<file path="config.mk">
export PLATFORM = sky130hd
export DESIGN_NAME = cpu_fetch_sequencer
export DESIGN_NICKNAME = d
export VERILOG_FILES = /design/src/rtl/cpu_fetch_pkg.sv /design/src/rtl/cpu_instr_length_lut.sv /design/src/rtl/cpu_fetch_sequencer.sv
export SDC_FILE = /design/constraint.sdc
export NUM_CORES = 1
export LEC_CHECK = 0
export CORE_MARGIN = 8
export CORE_UTILIZATION = 45
export DETAILED_ROUTE_END_ITERATION = 8
export PLACE_DENSITY = 0.81
export SYNTH_ARGS = -nofsm -noshare
export SYNTH_HDL_FRONTEND = slang
export SYNTH_SLANG_ARGS = --single-unit
</file>
<file path="constraint.sdc">
create_clock -name clk -period 5.6 [get_ports clk]
set_clock_uncertainty 0.05 [all_clocks]
set_input_delay 1.4 -clock clk [delete_from_list [all_inputs] [get_ports clk]]
set_output_delay 1.4 -clock clk [all_outputs]
set_load 0.01 [all_outputs]
</file>
<file path="src/rtl/cpu_fetch_pkg.sv">
// cpu_fetch_pkg: shared fetch FSM states, opcode constants and instruction length codes
package cpu_fetch_pkg;
  typedef enum logic [2:0] {S_RST, S_OPC, S_OPR1, S_OPR2, S_ISSUE, S_HALT} state_t;
  localparam logic [7:0] OP_HLT = 8'hF0;
  localparam logic [7:0] OP_LDA_IND = 8'h10;
  localparam logic [7:0] OP_STA_IND = 8'h20;
  localparam logic [1:0] LEN_1 = 2'd1;
  localparam logic [1:0] LEN_2 = 2'd2;
  localparam logic [1:0] LEN_3 = 2'd3;
endpackage

</file>
<file path="src/rtl/cpu_instr_length_lut.sv">
// cpu_instr_length_lut: combinational opcode to instruction byte length (1..3)
module cpu_instr_length_lut
  import cpu_fetch_pkg::*;
(
  input  logic [7:0] opcode,
  output logic [1:0] length
);
  assign length = (opcode inside {OP_LDA_IND, OP_STA_IND, 8'hF8, 8'hF9, 8'hFA}) ? LEN_3 :
                  (opcode inside {8'h11, 8'h21, [8'hA0:8'hAF], 8'hC0, 8'hF1, 8'hF3}) ? LEN_2 : LEN_1;
endmodule

</file>
<file path="src/rtl/cpu_fetch_sequencer.sv">
// cpu_fetch_sequencer: byte-serial variable-length instruction fetch with redirect and halt
module cpu_fetch_sequencer
  import cpu_fetch_pkg::*;
#(
  parameter int ADDR_W = 16,
  parameter logic [ADDR_W-1:0] RESET_PC = '0
) (
  input  logic              clk,
  input  logic              rst_n,
  output logic              mem_req,
  output logic [ADDR_W-1:0] mem_addr,
  input  logic [7:0]        mem_rdata,
  input  logic              mem_ack,
  input  logic              redirect_valid,
  input  logic [ADDR_W-1:0] redirect_pc,
  output logic              instr_valid,
  input  logic              instr_ready,
  output logic [7:0]        instr_opcode,
  output logic [15:0]       instr_operand,
  output logic [1:0]        instr_length,
  output logic [ADDR_W-1:0] instr_pc,
  output logic              halted
);
  state_t state, state_nx;
  logic [ADDR_W-1:0] pc, pc_nx;
  logic [7:0] opcode, byte1, byte2, lut_op;
  logic [1:0] len;
  logic take;
  assign lut_op = state == S_OPC ? mem_rdata : opcode;
  cpu_instr_length_lut u_lut (.opcode(lut_op), .length(len));
  assign take = mem_req && mem_ack && !redirect_valid;
  assign mem_req = state inside {S_OPC, S_OPR1, S_OPR2};
  assign mem_addr = pc + (state == S_OPR1 ? ADDR_W'(1) : state == S_OPR2 ? ADDR_W'(2) : ADDR_W'(0));
  assign instr_valid = state == S_ISSUE;
  assign instr_opcode = instr_valid ? opcode : 8'h00;
  assign instr_operand = !instr_valid ? 16'h0000 : len == LEN_3 ? {byte1, byte2} :
                         len == LEN_2 ? {8'h00, byte1} : 16'h0000;
  assign instr_length = instr_valid ? len : 2'd0;
  assign instr_pc = instr_valid ? pc : '0;
  assign halted = state == S_HALT;
  always_comb begin
    state_nx = state;
    pc_nx = pc;
    if (state == S_RST) state_nx = S_OPC;
    else if (redirect_valid) begin
      state_nx = S_OPC;
      pc_nx = redirect_pc;
    end else if (take)
      state_nx = state == S_OPC ? (len == LEN_1 ? S_ISSUE : S_OPR1) :
                 state == S_OPR1 ? (len == LEN_2 ? S_ISSUE : S_OPR2) : S_ISSUE;
    else if (instr_valid && instr_ready) begin
      state_nx = opcode == OP_HLT ? S_HALT : S_OPC;
      pc_nx = pc + ADDR_W'(len);
    end
  end
  always_ff @(posedge clk or negedge rst_n) begin
    if (!rst_n) begin
      state <= S_RST;
      pc <= RESET_PC;
      opcode <= 8'h00;
      byte1 <= 8'h00;
      byte2 <= 8'h00;
    end else begin
      state <= state_nx;
      pc <= pc_nx;
      opcode <= take && state == S_OPC ? mem_rdata : opcode;
      byte1 <= take && state == S_OPR1 ? mem_rdata : byte1;
      byte2 <= take && state == S_OPR2 ? mem_rdata : byte2;
    end
  end
endmodule

</file>
Yosys cells after proc, flatten, opt, wreduce, memory -nomap -nowiden:

Cells that the tools add are included.

* bits in latches: 0
* word-level logic and storage cells: 68
* bits in registers: 43
* output and inout port bits: 61
* input bits: 29
* ROM bits: 0
* RAM bits: 0
* memories: 0

* $add $sub $neg: 2
* div/mod/pow operators: 0
* bitwise gates (word level): 1
* equality and inequality tests: 20
* reductions and logical operators: 15
* order comparisons: 2
* shifts and indexed selects: 0
* mux-type cells: 23
* multipliers: 0

Operators with widths (number)
* 16-bit two-way mux: 6
* 8-bit equality test, second input constant: 7
* 16-bit by 2-bit adder with 16-bit output: 2
* 3-bit two-way mux: 9
* 8-bit two-way mux: 3
* 8-bit by 5-bit equality test with 1-bit output, second input constant: 2
* 8-bit by 6-bit equality test with 1-bit output, second input constant: 2
* 2-bit two-way mux: 5
* 8-bit greater-or-equal comparator, second input constant: 1
* 8-bit <= comparator, second input constant: 1
* 1-bit logical AND: 7
* 3-bit by 2-bit equality test with 1-bit output, second input constant: 2
* 3-bit equality test, second input constant: 2
* 6-bit nonzero test: 1
* 5-bit nonzero test: 1
* 2-bit equality test, second input constant: 2
* 4-bit nonzero test: 1
* 3-bit by 1-bit equality test with 1-bit output, second input constant: 1
* 3-bit zero test: 1
* 3-bit AND reduction: 1
* 3-bit nonzero test: 1
* 2-bit by 1-bit equality test with 1-bit output, second input constant: 1
* 2-bit != test, second input constant: 1
* 2-bit nonzero test: 1
* other kinds (2): 2

Depth between registers and ports, before layout:

Gate-level depths: netlist of the first run.

* word-level depth: 14
* mapped depth: 15
* gate-level depth less buffers: 13

Modules after synthesis:

A second synthesis of the first run with hierarchy kept.

* cell total of the unflattened synthesis: 353
* area total of the unflattened synthesis: 3159.3 µm²

Modules (own cells, without submodules)
* cpu_fetch_sequencer: sequential area each 1076.0 µm², area each 3045.4 µm², cells an instance 333, instances 1
* cpu_instr_length_lut: sequential area each 0.0 µm², area each 113.9 µm², cells an instance 20, instances 1

Worst setup path after synthesis of the first run:

Ideal clock, no wire load.

* path kind: in2out
* start: in mem_rdata[7]
* end: out instr_operand[0]
* path buffers: 2
* setup slack: 1454 ps
* data arrival time: 2696 ps
* data required time: 4150 ps
* stages on the path: 7
* cell sequence: clkbuf_1 > nand4_1 > o31ai_1 > a21oi_4 > nor2b_2 > buf_6 > a22o_1

* word-level cells in the longest chain between the ends: 10
* elaborated cells between the ends (all ways): 23
* those cells by class: order compare: 2; eq/ne: 12; mux: 6; reduce/logical: 3

Ends and longest elaborated chain
* from (decl): line cpu_fetch_sequencer.sv:12 `input logic [7:0] mem_rdata,`
* 8-bit two-way mux (*): line cpu_fetch_sequencer.sv:29 `assign lut_op = state == S_OPC ? mem_rdata : opcode;`
* 8-bit greater-or-equal comparator or 8-bit <= comparator (tied branches): line cpu_instr_length_lut.sv:9 `(opcode inside {8'h11, 8'h21, [8'hA0:8'hAF], 8'hC0, 8'hF1, 8'hF3}) ? LEN_2 : LEN_1;`
* 1-bit logical AND: line cpu_instr_length_lut.sv:9
* 6-bit nonzero test: line cpu_instr_length_lut.sv:9
* 2-bit two-way mux: line cpu_instr_length_lut.sv:9
* 2-bit two-way mux (*): line cpu_instr_length_lut.sv:8 `assign length = (opcode inside {OP_LDA_IND, OP_STA_IND, 8'hF8, 8'hF9, 8'hFA}) ? LEN_3 :`
* 2-bit equality test: line cpu_fetch_sequencer.sv:37 `len == LEN_2 ? {8'h00, byte1} : 16'h0000;`
* 8-bit two-way mux: line cpu_fetch_sequencer.sv:37
* 16-bit two-way mux (*) (2 in a row): line cpu_fetch_sequencer.sv:36 `assign instr_operand = !instr_valid ? 16'h0000 : len == LEN_3 ? {byte1, byte2} :`
* to (decl): line cpu_fetch_sequencer.sv:19 `output logic [15:0] instr_operand,`

Mark *: on every way between the ends. The rest lies on a longest branch, timed or not.

Worst setup path after layout of the first run:

* start: in mem_rdata[7]
* end: out instr_operand[7]

Same word-level chain as after synthesis.

==> results.md, run 1 <==
* Number of iterations in the first detailed-routing pass at 5
* Maximum clock insertion buffer count at 2
* Number of cell instances on the worst register-to-register path at 13
* Crit. End Element: primary output
* Share of synthesized area occupied by flip-flops and latches at 35.5%
* Max-slew violations at 0
* Number of cells produced by synthesis at 347
* Area added between synthesis and finish at 32.5%
* VDD IR max at 146 µV
* Clock latency on the worst-skew pair at 300 ps
* Startpoint Class: input pin
* Final Wtd Congestion at 0.885
* Type of the worst min-delay path: reg -> reg
* Share of cells above drive strength 1 at 10.2%
* Antenna viol nets, final at 0
* Boundary pin count at 90
* Average footprint of a synthesized cell at 8.73 µm²
* Number of violations of the max-capacitance limit at 0
* Cell occurring most often along the worst timing path: sky130_fd_sc_hd__clkdlybuf4s50_1
* Crit-path cells: clkdlybuf4s50_1, nand4_1, o31ai_1, a21oi_4, nor2b_2, a22o_1, clkdlybuf4s50_1
* Number of synthesized flops with an enable pin at 0
* Count of cell types in the netlist at 53
* CTS hold repair buffers at 0
* Outcome: complete, no violations
* Area enclosed by the die boundary at 9610 µm²
* Post-Syn Area at 3030 µm²
* Power Dens Cells at 277 nW/µm²
* Post-cts resize count at 0
* Number of design rule violations left after detail routing at 0
* Crit path max fanout at 10
* WL/cell at 17.5 µm
* Remaining global-route overflow at 0
* Core Rows at 30
* Vias in the first global route at 2977
* Width of the die at 98.0 µm
* LEAKAGE at 1.66 nW
* Total of flip-flops plus latches after synthesis at 43
* Worst setup slack for register-to-register paths at 2240 ps
* Destination of the worst register-to-register timing path: pc[13]$_DFFE_PN0P_
* Final worst-path cycle share at 95.8%
* Total track usage at 18.6%
* Number of warnings issued by yosys at 0
* Worst path required time at 4150 ps
* Buffers inserted during post-CTS setup optimization at 0
* Tightest slew margin relative to the limit at 33.9%
* Hold Vio Cnt, Final at 0
* Largest incremental delay on the critical path at 680 ps
* Antenna violations before repair at 0
* Vias post-DR at 2869
* Hold worst-path end: byte2[0]$_DFFE_PN0P_
* Largest net degree at the start of global routing at 44
* Dominant register cell in the synthesized netlist: sky130_fd_sc_hd__dfrtp_1
* Crit path arrival time at 3920 ps
* Total number of nets in the final design at 454
* Final setup vio count at 0
* Largest delay share family, worst path: buffers and inverters
* Buffer cell driving the clock tree root: sky130_fd_sc_hd__clkbuf_8
* Initial DRC count at 149
* Clock tree from TritonCTS: built
* Via-per-instance ratio at 5.74
* First-pass GRT wire length at 14.9 mm
* Cell with the largest stage delay on the worst path: sky130_fd_sc_hd__clkdlybuf4s50_1
* Maximum frequency from static timing analysis at 0.186 GHz
* Crit Reg-Reg Startpoint: opcode[0]$_DFFE_PN0P_
* Period minus WS final at 5370 ps
* Antenna cells at 0
* Combined buffer and inverter count along the critical path at 2
* Total CTS buffers at 5
* Core Region at 6640 µm²
* Estimated wirelength of the detail-placed design at 6.40 mm
* Quantity of I/O buffers inserted on ports at 89
* Start point of the worst min-delay path: byte2[0]$_DFFE_PN0P_
* Worst Max-Slew Pin Slew at 992 ps
* Wirelength, routed at 8.76 mm
* Die extent in y at 98.0 µm
* Number of H-tree levels at 2
* Number of cells on the worst hold path at 1
* WS Path Type: in -> out
* Overall power of the completed layout at 1.11 mW
* Clock slew seen by the registers of the worst setup and hold paths at 90 ps
* Initial Util at 45.6%
* Setup repair after global routing missed its margin: no
* Sink count of the clock tree at 43
* Proportion of register bits with asynchronous set or reset after synthesis at 100%
* Post-Syn Nets at 382
* Setup tns final at 0 ps
[cell type report]
cell class | count | area, µm²
Timing Repair Buffer | 91 | 901
Fill cell | 570 | 2630
Multi-Input combinational cell | 268 | 1800
Inverter | 10 | 37.5
Clock inverter | 3 | 23.8
Tap cell | 80 | 100
Clock buffer | 5 | 68.8
Sequential cell | 43 | 1080
[state kept, by name, indices dropped and copies added (netlist names)]
| register | cells |
|---|---|
| byte1 | 8 |
| byte2 | 8 |
| opcode | 8 |
| pc | 16 |
| state | 3 |
[layout by cell type (no fill, tap or decap), types with 3 or more instances in the layout]
cell type,n
sky130_fd_sc_hd__ha_1,4
sky130_fd_sc_hd__and4_1,3
sky130_fd_sc_hd__a31oi_1,3
sky130_fd_sc_hd__dfrtp_1,43
sky130_fd_sc_hd__and3_1,13
sky130_fd_sc_hd__xnor2_1,7
sky130_fd_sc_hd__and2_1,25
sky130_fd_sc_hd__xor2_1,9
sky130_fd_sc_hd__nor2_1,25
sky130_fd_sc_hd__o21ai_0,27
sky130_fd_sc_hd__mux2i_1,4
sky130_fd_sc_hd__nor4_1,7
sky130_fd_sc_hd__o22ai_1,3
sky130_fd_sc_hd__nor3_1,6
sky130_fd_sc_hd__mux2_2,23
sky130_fd_sc_hd__inv_1,9
sky130_fd_sc_hd__nand2_1,27
sky130_fd_sc_hd__a21oi_1,23
sky130_fd_sc_hd__nand3_1,11
sky130_fd_sc_hd__a22o_1,10
sky130_fd_sc_hd__clkbuf_8,5
sky130_fd_sc_hd__nor2b_1,4
sky130_fd_sc_hd__clkdlybuf4s50_1,88
[Yosys cell counts, drive strengths merged, types with 2 or more instances]
cell type,n,area [µm²]
a21oi,24,131
a22o,10,87.6
a22oi,2,15.0
a31oi,4,40.0
a32oi,2,25.0
and2,25,156
and3,13,81.3
and4,3,26.3
buf,4,31.3
clkbuf,22,83.8
dfrtp,43,1080
fa,2,40.0
ha,4,50.1
inv,9,33.8
mux2,23,259
mux2i,4,40.0
nand2,27,101
nand3,11,55.1
nand4,2,12.5
nor2,27,106
nor2b,5,33.8
nor3,8,45.0
nor3b,2,15.0
nor4,7,43.8
o21ai,27,135
o221ai,2,17.5
o22ai,3,18.8
o2bb2ai,2,17.5
xnor2,7,61.3
xor2,9,78.8
[report_power, final]
part           internal (mW)  switching [mW]
clock network         0.0894           0.123
logic                  0.213           0.199
registers              0.377           0.109
total                  0.680           0.431
[kinds of logic after synthesis]
family,synth area share [%]
XOR/XNOR,4.63
buffers and inverters,5.04
flip-flops,35.5
AND/OR/NAND/NOR,24.5
multiplexers,9.88
adder cells (fa/ha/maj),2.98
AO/OA/AOI/OAI,17.4
[layer usage]
layer / up-vias / track usage [%] / part of all wire [%]
met2: 113 / 30.7 / 47
met3: 15 / 5.48 / 7.1
met1: 1362 / 22.9 / 44
met4: 0 / 4.92 / 1.1
li1: 1379 / - / -
met5: - / 0 / 0
[per-stage QoR]
| stage | cells | util, % | setup WS (ps) | hold WS [ps] | instance area, µm² |
|---|---|---|---|---|---|
| detailed placement | 492 | 59.0 | 240 | 453 | 3920 |
| finish | 500 | 60.4 | 233 | 470 | 4010 |
| global route | 500 | 60.4 | 83.3 | 496 | 4010 |
| floorplan | 347 | - | 1450 | 431 | 3030 |
| CTS | 500 | 60.4 | 235 | 474 | 4010 |
| global placement | 492 | 59.0 | 356 | 454 | 3920 |
[worst max path at each step]
stage / startpoint / cells past startpoint / endpoint
2_1_floorplan: mem_rdata[7] / 7 / instr_operand[0]
3_3_place_gp: mem_rdata[7] / 7 / instr_operand[3]
3_5_place_dp: mem_rdata[7] / 7 / instr_operand[7]
4_1_cts: mem_rdata[7] / 7 / instr_operand[7]
5_1_grt: mem_rdata[7] / 7 / instr_operand[7]
6_report: mem_rdata[7] / 7 / instr_operand[7]
(Power assumes the default switching activity.)
==> run 2: changes to the inputs <==
--- a/config.mk
+++ b/config.mk
@@ -6,9 +6,10 @@
 export NUM_CORES = 1
 export LEC_CHECK = 0
 export CORE_MARGIN = 8
-export CORE_UTILIZATION = 45
+export CORE_UTILIZATION = 24
 export DETAILED_ROUTE_END_ITERATION = 8
-export PLACE_DENSITY = 0.81
+export DONT_BUFFER_PORTS = 1
+export PLACE_DENSITY = 0.41
 export SYNTH_ARGS = -nofsm -noshare
 export SYNTH_HDL_FRONTEND = slang
 export SYNTH_SLANG_ARGS = --single-unit
==> results.md, run 2 (same netlist as run 1, synthesis figures left out) <==
* Clock tree from TritonCTS: built
* Startpoint Class: register
* Share of power burned in the clock network at 30.7% (+12 points)
* Power Dens Cells at 345 nW/µm² (+25%)
* Outcome: complete, no violations
* Die extent in y at 128 µm (+31%)
* Register share of total power at 42.7% (-1.1 points)
* Fraction of met2 tracks used by global routing at 19.6% (-11 points)
* Width of the die at 128 µm (+31%)
* Hold worst-path end: byte2[0]$_DFFE_PN0P_
* VDD IR max at 103 µV (-30%)
* Worst path required time at 4150 ps (about the same)
* Number of design rule violations left after detail routing at 0 (unchanged)
* Initial DRC count at 149 (unchanged)
* Sink count of the clock tree at 43 (unchanged)
* Antenna viol nets, final at 0 (unchanged)
* Internal cell power at 0.729 mW (+7.3%)
* Boundary pin count at 90 (unchanged)
* Worst Max-Slew Pin Slew at 1100 ps (+104 ps)
* First-pass GRT wire length at 15.7 mm (+5.4%)
* Post-Place Worst Slack at 1400 ps (+1160 ps)
* Quantity of I/O buffers inserted on ports at 0 (-100%)
* WL/cell at 19.8 µm (+13%)
* Gate power share at 26.6% (-10 points)
* Net Switching at 0.416 mW (-3.3%)
* Buffers inserted during post-CTS setup optimization at 0 (unchanged)
* Clock latency on the worst-skew pair at 290 ps (about the same)
* Busiest layer in global routing: met2
* Area enclosed by the die boundary at 16500 µm² (+71%)
* Register with the most flip-flops: pc
* Final setup vio count at 0 (unchanged)
* Total CTS buffers at 5 (unchanged)
* Fill cells at 1366 (+140%)
* Tightest slew margin relative to the limit at 26.9% (-6.9 points)
* Maximum clock insertion buffer count at 2 (unchanged)
* Crit path max fanout at 8 (-2)
* Vias in the first global route at 2627 (-12%)
* Setup tns final at 0 ps (unchanged)
* Overall power of the completed layout at 1.15 mW (+3.2%)
* Estimated wirelength of the detail-placed design at 7.28 mm (+14%)
* Number of violations of the max-capacitance limit at 0 (unchanged)
* Max-slew violations at 0 (unchanged)
* Crit. End Element: primary output
* Total number of nets in the final design at 365 (-20%)
* Maximum frequency from static timing analysis at 0.238 GHz (+28%)
* Non-filler cells, final at 503 (+0.60%)
* Via-per-instance ratio at 5.07 (-12%)
* Final Wtd Congestion at 0.745 (-16%)
* Minimum hold slack at 460 ps (-10.4 ps)
* Buffer cell driving the clock tree root: sky130_fd_sc_hd__clkbuf_16
* Post-route cell area at 3320 µm² (-17%)
* Remaining global-route overflow at 0 (unchanged)
* Largest incremental delay on the critical path at 500 ps (-180 ps)
* Period minus WS final at 4200 ps (-1170 ps)
* Number of iterations in the first detailed-routing pass at 4 (-1)
* Max reg flops at 16 (unchanged)
* Wirelength, routed at 9.97 mm (+14%)
* Cell Area, Placed at 3150 µm² (-20%)
* Crit Reg-Reg Startpoint: state[1]$_DFFE_PN0P_
* Antenna cells at 0 (unchanged)
* Most frequent standard cell in the layout excluding fill and tap cells: sky130_fd_sc_hd__dfrtp_1
* LEAKAGE at 1.38 nW (-17%)
* Number of H-tree levels at 2 (unchanged)
* Switching portion of total power at 36.3% (-2.4 points)
* CTS hold repair buffers at 0 (unchanged)
* Share of cells above drive strength 1 at 12.7% (+2.5 points)
* Crit path arrival time at 2750 ps (-1170 ps)
* Post-Place Cells at 495 (+0.61%)
* Combined buffer and inverter count along the critical path at 2 (unchanged)
* Met1 routing resource usage after global routing at 15.6% (-7.3 points)
* Destination of the worst register-to-register timing path: pc[13]$_DFFE_PN0P_
* WS Path Type: reg -> out
* Worst setup slack after layout at 1400 ps (+1170 ps)
* Largest net degree at the start of global routing at 44 (unchanged)
* Area added between synthesis and finish at 9.71%
* Post-Route Utilization at 26.6% (-34 points)
* Initial Util at 24.3% (-21 points)
* Vias post-DR at 2549 (-11%)
* Start point of the worst min-delay path: byte2[0]$_DFFE_PN0P_
* Number of cell instances on the worst register-to-register path at 12 (-1)
* Setup repair after global routing missed its margin: no
* Type of the worst min-delay path: reg -> reg
* Post-cts resize count at 0 (unchanged)
* Top library cells by usage in the layout, fill and taps aside: sky130_fd_sc_hd__dfrtp_1, sky130_fd_sc_hd__o21ai_0, sky130_fd_sc_hd__nand2_1
* Number of cells on the worst hold path at 1 (unchanged)
* Final worst-path cycle share at 74.9% (-21 points)
* Cell with the largest stage delay on the worst path: sky130_fd_sc_hd__fa_1
* Worst setup slack for register-to-register paths at 2100 ps (-140 ps)
* Met3 Resource Use GR at 4.62% (-0.86 points)
* Core Rows at 41 (+37%)
* Total track usage at 12.3% (-6.2 points)
* Clock slew seen by the registers of the worst setup and hold paths at 70 ps (-20 ps)
* Hold Vio Cnt, Final at 0 (unchanged)
* Antenna violations before repair at 0 (unchanged)
* Crit-path cells: inv_1, and3_1, ha_1, inv_1, fa_1, nor2_1, and3_1, nand3_1, xnor2_1
* Core Region at 12500 µm² (+88%)
* Largest delay share family, worst path: simple AND/OR/NAND/NOR gates
run 2: cell count changes in the layout (fill, tap and decap cells not counted):
cell / before / now
sky130_fd_sc_hd__buf_2: 1 / 0
sky130_fd_sc_hd__clkdlybuf4s50_1: 88 / 0
sky130_fd_sc_hd__clkbuf_16: 0 / 5
sky130_fd_sc_hd__inv_6: 1 / 0
sky130_fd_sc_hd__clkinv_2: 0 / 1
sky130_fd_sc_hd__clkinvlp_4: 2 / 0
sky130_fd_sc_hd__bufinv_16: 0 / 1
sky130_fd_sc_hd__clkbuf_8: 5 / 1
run 2: power groups by stage:
stage / Combinational (mW) / Sequential (mW) / Clock (mW)
2_1_floorplan: 0.287 / 0.435 / 0
3_3_place_gp: 0.308 / 0.496 / 0
3_5_place_dp: 0.310 / 0.496 / 0
4_1_cts: 0.312 / 0.491 / 0.364
5_1_grt: 0.346 / 0.508 / 0.376
6_report: 0.305 / 0.489 / 0.352
run 2: how the worst max path moves through the flow:
| stage | start | slack (ps) | endpoint | depth (start not counted) |
|---|---|---|---|---|
| floorplan | mem_rdata[7] | 1450 | instr_operand[0] | 7 |
| global placement | mem_rdata[2] | 1440 | instr_operand[0] | 6 |
| detailed placement | mem_rdata[2] | 1400 | instr_operand[0] | 6 |
| CTS | state[2]$_DFFE_PN0P_ | 1360 | instr_operand[0] | 5 |
| global route | opcode[0]$_DFFE_PN0P_ | 1140 | instr_operand[7] | 6 |
| finish | state[0]$_DFFE_PN0P_ | 1400 | mem_addr[14] | 9 |
run 2: metal layers:
metal | routed length, µm | share of wire (%)
met4 | 71 | 0.71
met2 | 4680 | 47
met3 | 782 | 7.8
met1 | 4440 | 44
met5 | 0 | 0
run 2: final cells by class:
cell class | instances | area (µm²) | share of cell area [%]
Clock inverter | 2 | 35.0 | 1.05
Sequential cell | 43 | 1080 | 32.4
Tap cell | 172 | 215 | 6.48
Clock buffer | 6 | 139 | 4.18
Timing Repair Buffer | 2 | 15.0 | 0.452
Inverter | 10 | 37.5 | 1.13
Multi-Input combinational cell | 268 | 1800 | 54.3
==> run 3: changes to the inputs <==
==> constraint.sdc (replaced) <==
create_clock -name clk -period 4 [get_ports clk]
set_clock_uncertainty 0.05 [all_clocks]
set_input_delay 1 -clock clk [delete_from_list [all_inputs] [get_ports clk]]
set_output_delay 1 -clock clk [all_outputs]
set_load 0.01 [all_outputs]
==> results.md, run 3 (same netlist as run 1, synthesis figures left out) <==
* Outcome: complete, no violations
* Non-filler cells, final at 507 (+0.80%)
* Number of design rule violations left after detail routing at 0 (unchanged)
* Maximum frequency from static timing analysis at 0.265 GHz
* Cell with the largest stage delay on the worst path: sky130_fd_sc_hd__fa_1
* Minimum hold slack at 349 ps (-111 ps)
* Post-Route Utilization at 26.8% (+0.20 points)
* Largest net degree at the start of global routing at 44 (unchanged)
* Fill cells at 1355 (-0.81%)
* Worst setup slack for register-to-register paths at 650 ps (-1450 ps)
* Post-route cell area at 3350 µm² (+0.75%)
* Clock latency on the worst-skew pair at 290 ps (about the same)
* Initial Util at 24.3% (unchanged)
* Setup repair after global routing missed its margin: no
* Total CTS buffers at 5 (unchanged)
* Destination of the worst register-to-register timing path: pc[13]$_DFFE_PN0P_
* Met3 Resource Use GR at 4.87% (+0.25 points)
* Boundary pin count at 90 (unchanged)
* Core Rows at 41 (unchanged)
* Busiest layer in global routing: met2
* Via-per-instance ratio at 4.99 (-1.5%)
* Antenna cells at 0 (unchanged)
* WS Path Type: reg -> out
* Startpoint Class: register
* Buffers inserted during post-CTS setup optimization at 0 (unchanged)
* Setup tns final at 0 ps (unchanged)
* Total track usage at 12.0% (-0.38 points)
* Power Dens Cells at 474 nW/µm² (+38%)
* Crit-path cells: inv_1, and3_1, ha_1, inv_1, fa_1, nor2_1, and3_1, nand3_1, xnor2_1
* WL/cell at 19.2 µm (-3.1%)
* Width of the die at 128 µm (unchanged)
* Vias in the first global route at 2627 (unchanged)
* Number of violations of the max-capacitance limit at 0 (unchanged)
* Final worst-path cycle share at 94.3%
* Hold Vio Cnt, Final at 0 (unchanged)
* Wirelength, routed at 9.74 mm (-2.4%)
* Crit. End Element: primary output
* Register with the most flip-flops: pc
* Buffer cell driving the clock tree root: sky130_fd_sc_hd__clkbuf_16
* Remaining global-route overflow at 0 (unchanged)
* Area enclosed by the die boundary at 16500 µm² (unchanged)
* Crit path arrival time at 2720 ps (-30 ps)
* Final setup vio count at 0 (unchanged)
* Crit path max fanout at 8 (unchanged)
* CTS hold repair buffers at 0 (unchanged)
* Share of cells above drive strength 1 at 13.7% (+1.0 points)
* Period minus WS final at 3770 ps
* Die extent in y at 128 µm (unchanged)
* Number of iterations in the first detailed-routing pass at 4 (unchanged)
* Top library cells by usage in the layout, fill and taps aside: sky130_fd_sc_hd__dfrtp_1, sky130_fd_sc_hd__o21ai_0, sky130_fd_sc_hd__nand2_1
* Max-slew violations at 0 (unchanged)
* Antenna viol nets, final at 0 (unchanged)
* Largest incremental delay on the critical path at 480 ps (-20 ps)
* Largest delay share family, worst path: simple AND/OR/NAND/NOR gates
* Crit Reg-Reg Startpoint: state[1]$_DFFE_PN0P_
* Fraction of met2 tracks used by global routing at 19.7% (+0.19 points)
* Post-Place Worst Slack at 520 ps (-877 ps)
* Total number of nets in the final design at 369 (+1.1%)
* Max reg flops at 16 (unchanged)
* Number of H-tree levels at 2 (unchanged)
* Worst path required time at 2950 ps (-1200 ps)
* Quantity of I/O buffers inserted on ports at 0 (unchanged)
* Most frequent standard cell in the layout excluding fill and tap cells: sky130_fd_sc_hd__dfrtp_1
* Clock tree from TritonCTS: built
* Cell Area, Placed at 3180 µm² (+0.95%)
* Area added between synthesis and finish at 10.5%
* LEAKAGE at 1.40 nW (+1.3%)
* Clock slew seen by the registers of the worst setup and hold paths at 70 ps (about the same)
* Combined buffer and inverter count along the critical path at 2 (unchanged)
* Type of the worst min-delay path: in -> async
* Post-Place Cells at 499 (+0.81%)
* Antenna violations before repair at 0 (unchanged)
* Core Region at 12500 µm² (unchanged)
* Number of cell instances on the worst register-to-register path at 12 (unchanged)
* Vias post-DR at 2532 (-0.67%)
* Tightest slew margin relative to the limit at 45.3% (+18 points)
* Sink count of the clock tree at 43 (unchanged)
* Initial DRC count at 129 (-13%)
* Estimated wirelength of the detail-placed design at 7.25 mm (-0.41%)
* Worst setup slack after layout at 227 ps (-1180 ps)
* Worst Max-Slew Pin Slew at 812 ps (-284 ps)
* VDD IR max at 197 µV (+92%)
* Final Wtd Congestion at 0.793 (+6.4%)
* Post-cts resize count at 0 (unchanged)
* First-pass GRT wire length at 15.3 mm (-2.2%)
* Overall power of the completed layout at 1.59 mW (+39%)
* Maximum clock insertion buffer count at 2 (unchanged)
* Met1 routing resource usage after global routing at 14.2% (-1.4 points)
==> run 3: cell types whose count changed in the layout (fill, tap and decap cells not counted) <==
| cell | delta |
|---|---|
| sky130_fd_sc_hd__buf_4 | +4 |
| sky130_fd_sc_hd__clkbuf_8 | -1 |
| sky130_fd_sc_hd__clkinv_4 | +1 |
==> run 3: layout make-up <==
cell class / instances / area (µm²) / area share (%)
clock buffer: 5 / 125 / 3.74
clock inverter: 3 / 43.8 / 1.31
tap: 172 / 215 / 6.43
multi-input combinational: 268 / 1800 / 53.9
inverter: 10 / 37.5 / 1.12
timing repair buffer: 6 / 45.0 / 1.35
sequential: 43 / 1080 / 32.1
==> run 3: worst max-delay path by stage <==
stage                               startpoint  depth (start not counted)          endpoint  slack [ps]
after CTS                 state[0]$_DFFE_PN0P_                          9      mem_addr[14]         190
after global placement    state[0]$_DFFE_PN0P_                          9      mem_addr[14]         490
after detailed placement  state[0]$_DFFE_PN0P_                          9      mem_addr[14]         520
after floorplan                   mem_rdata[7]                          7  instr_operand[0]         650
final                     state[0]$_DFFE_PN0P_                          9      mem_addr[14]         230
after global routing      state[2]$_DFFE_PN0P_                          9      mem_addr[14]          10
==> run 3: metal layers <==
layer / vias to the layer above / part of all wire [%]
li1: 1203 / -
met1: 1220 / 42
met2: 98 / 48
met3: 11 / 9.3
met4: 0 / 1.1
met5: - / 0
==> run 3: power breakdown <==
part / switching [mW] / internal [mW]
sequential: 0.153 / 0.529
combinational: 0.241 / 0.184
clock: 0.185 / 0.295
total: 0.580 / 1.01
